<file path="config.mk">
export PLATFORM = sky130hd
export DESIGN_NAME = acondicionador_pulsos
export DESIGN_NICKNAME = d
export VERILOG_FILES = /design/src/rtl/acondicionador_pkg.sv /design/src/rtl/acondicionador_canal.sv /design/src/rtl/acondicionador_pulsos.sv
export SDC_FILE = /design/constraint.sdc
export NUM_CORES = 1
export LEC_CHECK = 0
export BUFFER_PORTS_ARGS = -buffer_cell sky130_fd_sc_hd__buf_4
export CAP_MARGIN = 20
export CORE_UTILIZATION = 40
export DETAILED_ROUTE_END_ITERATION = 7
export PLACE_DENSITY_LB_ADDON = 0.05
export SLEW_MARGIN = 20
export SYNTH_ARGS = -nofsm -noshare
export SYNTH_HDL_FRONTEND = slang
export SYNTH_SLANG_ARGS = --single-unit
</file>
<file path="constraint.sdc">
create_clock -name clk -period 3.5 [get_ports clk]
set_input_delay 0.35 -clock clk [delete_from_list [all_inputs] [get_ports clk]]
set_output_delay 0.35 -clock clk [all_outputs]
set_load 0.02 [all_outputs]
</file>
<file path="src/rtl/acondicionador_pkg.sv">
// Shared types and helpers for the multi-channel input conditioner.
package acondicionador_pkg;

  // Edge selection shared by all channels
  typedef enum logic [1:0] {
    MODE_RISE = 2'b00,
    MODE_FALL = 2'b01,
    MODE_BOTH = 2'b10,
    MODE_OFF  = 2'b11
  } mode_t;

  // True when the debounced transition old_lvl -> new_lvl is one the mode asks to report
  function automatic logic edge_match(input mode_t mode, input logic old_lvl, input logic new_lvl);
    logic hit;
    hit = 1'b0;
    case (mode)
      MODE_RISE: hit = !old_lvl && new_lvl;
      MODE_FALL: hit = old_lvl && !new_lvl;
      MODE_BOTH: hit = old_lvl != new_lvl;
      default:   hit = 1'b0;
    endcase
    return hit;
  endfunction

endpackage

</file>
<file path="src/rtl/acondicionador_canal.sv">
// One conditioner channel: synchroniser chain, debounce counter and edge pulse.
module acondicionador_canal
  import acondicionador_pkg::*;
#(
  parameter int SYNC_STAGES     = 2,
  parameter int DEBOUNCE_CYCLES = 16
) (
  input  logic  clk,
  input  logic  rst,
  input  logic  button_i,
  input  mode_t mode_i,
  output logic  level_o,
  output logic  button_o
);

  localparam int CW = $clog2(DEBOUNCE_CYCLES + 1);
  localparam logic [CW-1:0] CNT_LAST = CW'(DEBOUNCE_CYCLES - 1);

  logic [SYNC_STAGES-1:0] sync_q;
  logic                   sync;
  logic                   db;
  logic [CW-1:0]          cnt;

  assign sync    = sync_q[SYNC_STAGES-1];
  assign level_o = db;

  // Shift the raw asynchronous input through the synchroniser flops
  always_ff @(posedge clk) begin
    if (rst) begin
      sync_q <= '0;
    end else begin
      sync_q <= {sync_q[SYNC_STAGES-2:0], button_i};
    end
  end

  // Accept a new level only after DEBOUNCE_CYCLES consecutive disagreeing cycles, pulsing on a matching edge
  always_ff @(posedge clk) begin
    if (rst) begin
      db       <= 1'b0;
      cnt      <= '0;
      button_o <= 1'b0;
    end else begin
      button_o <= 1'b0;
      if (sync == db) begin
        cnt <= '0;
      end else if (cnt == CNT_LAST) begin
        db       <= sync;
        cnt      <= '0;
        button_o <= edge_match(mode_i, db, sync);
      end else begin
        cnt <= cnt + 1'b1;
      end
    end
  end

endmodule

</file>
<file path="src/rtl/acondicionador_pulsos.sv">
// Multi-channel push-button/switch conditioner: N_CH independent channels sharing one edge mode.
module acondicionador_pulsos
  import acondicionador_pkg::*;
#(
  parameter int N_CH            = 4,
  parameter int SYNC_STAGES     = 2,
  parameter int DEBOUNCE_CYCLES = 16
) (
  input  logic            clk,
  input  logic            rst,
  input  logic [N_CH-1:0] button_i,
  input  logic [1:0]      mode_i,
  output logic [N_CH-1:0] level_o,
  output logic [N_CH-1:0] button_o
);

  mode_t mode_sel;

  assign mode_sel = mode_t'(mode_i);

  for (genvar gi = 0; gi < N_CH; gi++) begin : gen_ch
    acondicionador_canal #(
      .SYNC_STAGES     (SYNC_STAGES),
      .DEBOUNCE_CYCLES (DEBOUNCE_CYCLES)
    ) u_canal (
      .clk      (clk),
      .rst      (rst),
      .button_i (button_i[gi]),
      .mode_i   (mode_sel),
      .level_o  (level_o[gi]),
      .button_o (button_o[gi])
    );
  end

endmodule

</file>
==> results of run 1 <==
## registers in the layout, indices dropped and copies added, names as in the netlist
name                     flops
gen_ch.u_canal.cnt          20
gen_ch.u_canal.level_o       4
gen_ch.u_canal.button_o      4
gen_ch.u_canal.sync_q        8
## worst max-delay path, cell delays in order (launching register included)
cell,delay (ps)
dfxtp_1,330
ha_1,220
and3_1,200
ha_1,230
or3_4,400
nor2_1,110
## cell families after synthesis
group,Yosys count,synth area share
DFF,36,0.462
and+or+nand+nor,60,0.192
adders and majority gates,16,0.128
buffers and inverters,31,0.102
AOI/OAI and AO/OA,8,0.0385
muxes,5,0.0321
xor gates and xnor gates,8,0.0449
## cells in the final DEF, fill, tap and decap left out, types with 4 or more instances in the layout
master	netlist	routed
xnor2_1	4	4
and3_1	4	4
buf_4	9	15
dfxtp_1	36	36
nor2_1	29	29
mux2i_1	5	5
xor2_1	4	4
inv_1	20	20
nor2b_1	14	14
nand3_1	5	5
clkbuf_8	0	5
ha_1	16	16
## area by class of cell
| class | count | share of cell area |
|---|---|---|
| repair buffers | 15 | 0.0655 |
| flip-flops and latches | 36 | 0.420 |
| well taps | 48 | 0.0350 |
| multi-input cells | 97 | 0.396 |
| inverters | 20 | 0.0437 |
| clock buffers | 5 | 0.0401 |
## synth_stat cells
master and count:
nand2_1 3, o21ai_0 1, xnor2_1 4, or3_1 2, xor2_1 4, o31ai_1 1, buf_6 1, nand3_1 5
o2111ai_1 1, nor2b_1 14, ha_1 16, a211o_1 2, dfxtp_1 36, mux2i_1 5, and3_1 4, inv_1 20
nor2_1 29, buf_4 9, buf_2 1, o2111a_1 1, or3_4 2, nand3b_1 1, a21oi_1 2
## layer usage
metal	vias to the layer above	track usage
met5	-	0
met4	0	0.0917
li1	527	-
met1	448	0.152
met2	17	0.212
met3	5	0.0440
## worst paths after layout
path / startpoint / end / slack [ps] / depth (start not counted)
setup / recovery: gen_ch[0].u_canal.cnt[0] / gen_ch[0].u_canal.cnt[3] / 1960 / 5
hold reg to reg: gen_ch[3].u_canal.sync_q[0] / gen_ch[3].u_canal.sync_q[1] / 440 / 1
setup reg to reg: gen_ch[0].u_canal.cnt[0] / gen_ch[0].u_canal.cnt[3] / 1960 / 5
hold / removal: button_i[3] / gen_ch[3].u_canal.sync_q[0] / 280 / 2
## through the flow
| stage | power, W | hold WS, ps | std cells | cell area (sq um) | utilization |
|---|---|---|---|---|---|
| after floorplan | 0.000447 | 414 | 164 | 1560 | - |
| after detailed placement | 0.000456 | 432 | 216 | 1650 | 0.447 |
| after global placement | 0.000455 | 419 | 216 | 1650 | 0.447 |
| final | 0.000699 | 282 | 221 | 1720 | 0.466 |
| after global routing | 0.000741 | 281 | 221 | 1720 | 0.466 |
| after CTS | 0.000712 | 276 | 221 | 1720 | 0.466 |
## power groups by stage
| stage | sequential (W) | clock [W] | combinational [W] |
|---|---|---|---|
| detailed placement | 0.000427 | 0 | 0.0000287 |
| finish | 0.000418 | 0.000252 | 0.0000281 |
| floorplan | 0.000427 | 0 | 0.0000199 |
| CTS | 0.000418 | 0.000265 | 0.0000288 |
| global placement | 0.000427 | 0 | 0.0000277 |
| global route | 0.000419 | 0.000290 | 0.0000326 |
==> flow_metrics.env, run 1 <==
export IMPL_worstSkewPairLatency_ps=280
export IMPL_crit_required_ps=3720
export IMPL_portBuffers=15
export IMPL_finClkSkew_ps=0.584
export IMPL_netlist_instances=164
export IMPL_netlist_area_sq_um=1560
export IMPL_setup_tns_ps=0
export IMPL_multi_input_area_sq_um=681
export IMPL_htreeDepth=2
export IMPL_top_layer="met4"
export IMPL_final_max_slew_viol_count=0
export IMPL_worstPathMaxFanout=5
export IMPL_ctsRootBufferMaster="clkbuf_8"
export IMPL_dr_wl_met3_um=106
export IMPL_place_congestion=0.797
export IMPL_gr_total_overflow=0
export IMPL_die_area_sq_um=4150
export IMPL_io_pins=16
export IMPL_p_int_w=0.000557
export IMPL_hpwlAfterDp_mm=1.62
export IMPL_hold_class="in2reg"
export IMPL_hold_violations=0
export IMPL_synth_seq_cells=36
export IMPL_yosysTopAreaCell="dfxtp_1"
export IMPL_yosysUniqueCellTypes=23
export IMPL_yosysWarnings=0
export IMPL_wl_per_cell_um=9.79
export IMPL_power_density_nw_per_um2=407
export IMPL_final_antenna_net_count=0
export IMPL_synth_top_cell_area_share=0.462
export IMPL_seq_area_frac_synth=0.462
export IMPL_setup_viol=0
export IMPL_postCtsSetupRepairBufs=0
export IMPL_clkPwrFrac=0.361
export IMPL_p_sw_w=0.000142
export IMPL_combPwrFrac=0.040
export IMPL_clk_path_buf_depth=2
export IMPL_met1_length_um=991
export IMPL_antenna_found_initial=0
export IMPL_p_leak_nw=0.699
export IMPL_die_y_um=64.5
export IMPL_grt_pass1_wl_mm=4.20
export IMPL_track_usage=0.134
export IMPL_synthTopCellsByArea="dfxtp_1 (46%), ha_1 (13%), nor2_1 (7.0%), nor2b_1 (5.6%), inv_1 (4.8%)"
export IMPL_cts_hold_buffers=0
export IMPL_cts_sinks=36
export IMPL_peakVddDrop_mv=0.229
export IMPL_clk_pin_slew_ps=60
export IMPL_grt_max_degree=22
export IMPL_rsz0062_at_grt="no"
export IMPL_ff_latch_area_sq_um=721
export IMPL_slew_headroom=0.860
export IMPL_fin_nets=199
export IMPL_outcome="finished, final reports clean"
export IMPL_cts_buffers=5
export IMPL_route_vias_total=997
export IMPL_fmax_ghz=0.651
export IMPL_power_frac_seq=0.598
export IMPL_vias_per_cell=4.51
export IMPL_first_global_vias=1033
export IMPL_area_growth_pct=10.1
export IMPL_worstMarginPinSlew_ps=211
export IMPL_num_rows=22
export IMPL_cap_violations=0
export IMPL_pre_cts_ws_ps=1950
export IMPL_drive_above_1_share=0.127
export IMPL_drtPass1Iterations=4
export IMPL_drtIter0Drc=36
export IMPL_avgSynthCellArea_sq_um=9.51
export IMPL_path_class="reg2reg"
export IMPL_syn_nets=188
export IMPL_cts_tree="built"
export IMPL_critPathCaptureType="register"
export IMPL_arrival_ps=1760
export IMPL_die_w_um=64.5
export IMPL_antenna_cells=0
export IMPL_coreArea_sq_um=3690
export IMPL_fin_crit_sh=0.439
export IMPL_initial_core_util=0.423
export IMPL_swShare=0.203
export IMPL_remaining_drc_errors=0
export IMPL_nFillCells=381
export IMPL_start_kind="register"
export IMPL_wl_met2_mm=1.02
export IMPL_period_needed_ps=1540
export IMPL_layout_setup_ws_ps=1960
export IMPL_wl_mm=2.16
export IMPL_post_cts_resized=0
No activity file was read; power rests on OpenSTA's default activity.
==> run 2: changes to the inputs <==
==> constraint.sdc (replaced) <==
create_clock -name clk -period 1.5 [get_ports clk]
set_input_delay 0.15 -clock clk [delete_from_list [all_inputs] [get_ports clk]]
set_output_delay 0.15 -clock clk [all_outputs]
set_load 0.02 [all_outputs]
==> flow_metrics.env, run 2 (same netlist as run 1, synthesis figures left out) <==
export IMPL_critPathCaptureType="register"
export IMPL_clk_pin_slew_ps=70
export IMPL_grt_pass1_wl_mm=4.00
export IMPL_gr_total_overflow=0
export IMPL_hpwlAfterDp_mm=1.62
export IMPL_layout_setup_ws_ps=20.5
export IMPL_place_congestion=0.675
export IMPL_p_leak_nw=0.725
export IMPL_first_global_vias=1008
export IMPL_r2r_start="gen_ch[2].u_canal.cnt[0]"
export IMPL_top_regs="gen_ch.u_canal.cnt x20, gen_ch.u_canal.sync_q x8"
export IMPL_arrival_ps=1700
export IMPL_ctsRootBufferMaster="clkbuf_8"
export IMPL_top_layer="met4"
export IMPL_fin_crit_sh=0.986
export IMPL_critPathTopFamily="simple AND/OR/NAND/NOR gates"
export IMPL_place_area_sq_um=1670
export IMPL_coreArea_sq_um=3690
export IMPL_drtPass1Iterations=3
export IMPL_die_w_um=64.5
export IMPL_clk_path_buf_depth=2
export IMPL_crit_path_top_delay_cell="or3_4"
export IMPL_period_needed_ps=1480
export IMPL_final_cells=229
export IMPL_final_common_cell="dfxtp_1"
export IMPL_r2r_end="gen_ch[2].u_canal.cnt[0]"
export IMPL_slowest_delay_ps=430
export IMPL_wl_met2_mm=1.13
export IMPL_slew_headroom=0.838
export IMPL_vias_per_cell=4.58
export IMPL_crit_chain="ha_4 > and3_1 > ha_2 > or3_4 > nor2_2"
export IMPL_worstPathMaxFanout=5
export IMPL_grt_max_degree=22
export IMPL_io_pins=16
export IMPL_endpoint="gen_ch[2].u_canal.cnt[0]"
export IMPL_antenna_cells=0
export IMPL_antenna_found_initial=0
export IMPL_finClkSkew_ps=2.59
export IMPL_num_rows=22
export IMPL_fmax_ghz=0.676
export IMPL_crit_buf_inv=0
export IMPL_cts_sinks=36
export IMPL_fin_nets=205
export IMPL_met1_length_mm=1.14
export IMPL_crit_start="gen_ch[2].u_canal.cnt[0]"
export IMPL_peakVddDrop_mv=0.634
export IMPL_worstSkewPairLatency_ps=280
export IMPL_finalInstanceArea_sq_um=1850
export IMPL_p_total_w=0.00167
export IMPL_nFillCells=353
export IMPL_largest_reg_flops=20
export IMPL_remaining_drc_errors=0
export IMPL_crit_required_ps=1720
export IMPL_drive_above_1_share=0.293
export IMPL_portBuffers=15
export IMPL_initial_core_util=0.423
export IMPL_drtIter0Drc=23
export IMPL_pre_cts_ws_ps=-35.0
export IMPL_cap_violations=0
export IMPL_die_area_sq_um=4150
export IMPL_dp_cells=219
export IMPL_final_cell_mix="dfxtp_1 (32), buf_4 (21), inv_1 (20)"
export IMPL_final_max_slew_viol_count=0
export IMPL_critical_path_depth=5
export IMPL_hold_class="in2reg"
export IMPL_reg2regPathDepth=5
export IMPL_htreeDepth=2
export IMPL_die_y_um=64.5
export IMPL_outcome="finished, final reports clean"
export IMPL_setup_tns_ps=0
export IMPL_track_usage=0.128
export IMPL_worstMarginPinSlew_ps=243
export IMPL_cts_buffers=5
export IMPL_power_density_nw_per_um2=902
export IMPL_wl_mm=2.44
export IMPL_cts_tree="built"
export IMPL_path_class="reg2reg"
export IMPL_final_antenna_net_count=0
export IMPL_wl_per_cell_um=10.6
export IMPL_cts_hold_buffers=0
export IMPL_area_growth_pct=18.8
export IMPL_hold_violations=0
export IMPL_start_kind="register"
export IMPL_setup_viol=0
export IMPL_dr_wl_met3_um=108
export IMPL_regMostFlops="gen_ch.u_canal.cnt"
export IMPL_route_vias_total=1048
export IMPL_rrSetupSlack_ps=20
## run 2: worst min path at each step
stage / startpoint / endpoint / slack (ps) / depth (start not counted)
after global placement: button_i[1] / gen_ch[1].u_canal.sync_q[0] / 370 / 2
after global routing: button_i[3] / gen_ch[3].u_canal.sync_q[0] / 80 / 2
final: button_i[0] / gen_ch[0].u_canal.sync_q[0] / 80 / 2
after CTS: button_i[0] / gen_ch[0].u_canal.sync_q[0] / 80 / 2
after detailed placement: button_i[2] / gen_ch[2].u_canal.sync_q[0] / 370 / 2
after floorplan: button_i[0] / gen_ch[0].u_canal.sync_q[0] / 280 / 1
## run 2: worst reg2reg max path, stage by stage (launching register included)
cell and delay [ps]:
dfxtp_4 360, ha_4 150, and3_1 170, ha_2 190, or3_4 430, nor2_2 110
## run 2: layout make-up
| class | instances | area, sq um | area share |
|---|---|---|---|
| tap | 48 | 60.1 | 0.0324 |
| sequential | 36 | 728 | 0.393 |
| multi-input combinational | 97 | 756 | 0.408 |
| inverter | 20 | 75.1 | 0.0405 |
| clock buffer | 6 | 72.6 | 0.0391 |
| timing repair buffer | 21 | 158 | 0.0850 |
| clock inverter | 1 | 5.00 | 0.00270 |
## run 2: layer usage
| layer | GRT usage | vias to the layer above |
|---|---|---|
| li1 | - | 544 |
| met1 | 0.139 | 479 |
| met2 | 0.208 | 18 |
| met3 | 0.0493 | 7 |
| met4 | 0.0833 | 0 |
| met5 | 0 | - |
## run 2: repair_timing
item                                    CTS  global route
endpoints found under the setup margin   14            20
buffers inserted                          0             3
gates resized for setup                   5            22
pin swaps                                 0            14
## run 2: per-stage QoR
stage / util / hold WS, ps
floorplan: - / 278
global placement: 0.453 / 368
detailed placement: 0.453 / 375
CTS: 0.479 / 76.5
global route: 0.503 / 81.7
finish: 0.503 / 77.6
## run 2: power breakdown
group,internal [W],switching (W)
logic,0.0000358,0.0000378
clock network,0.000315,0.000309
registers,0.000968,0.00000758
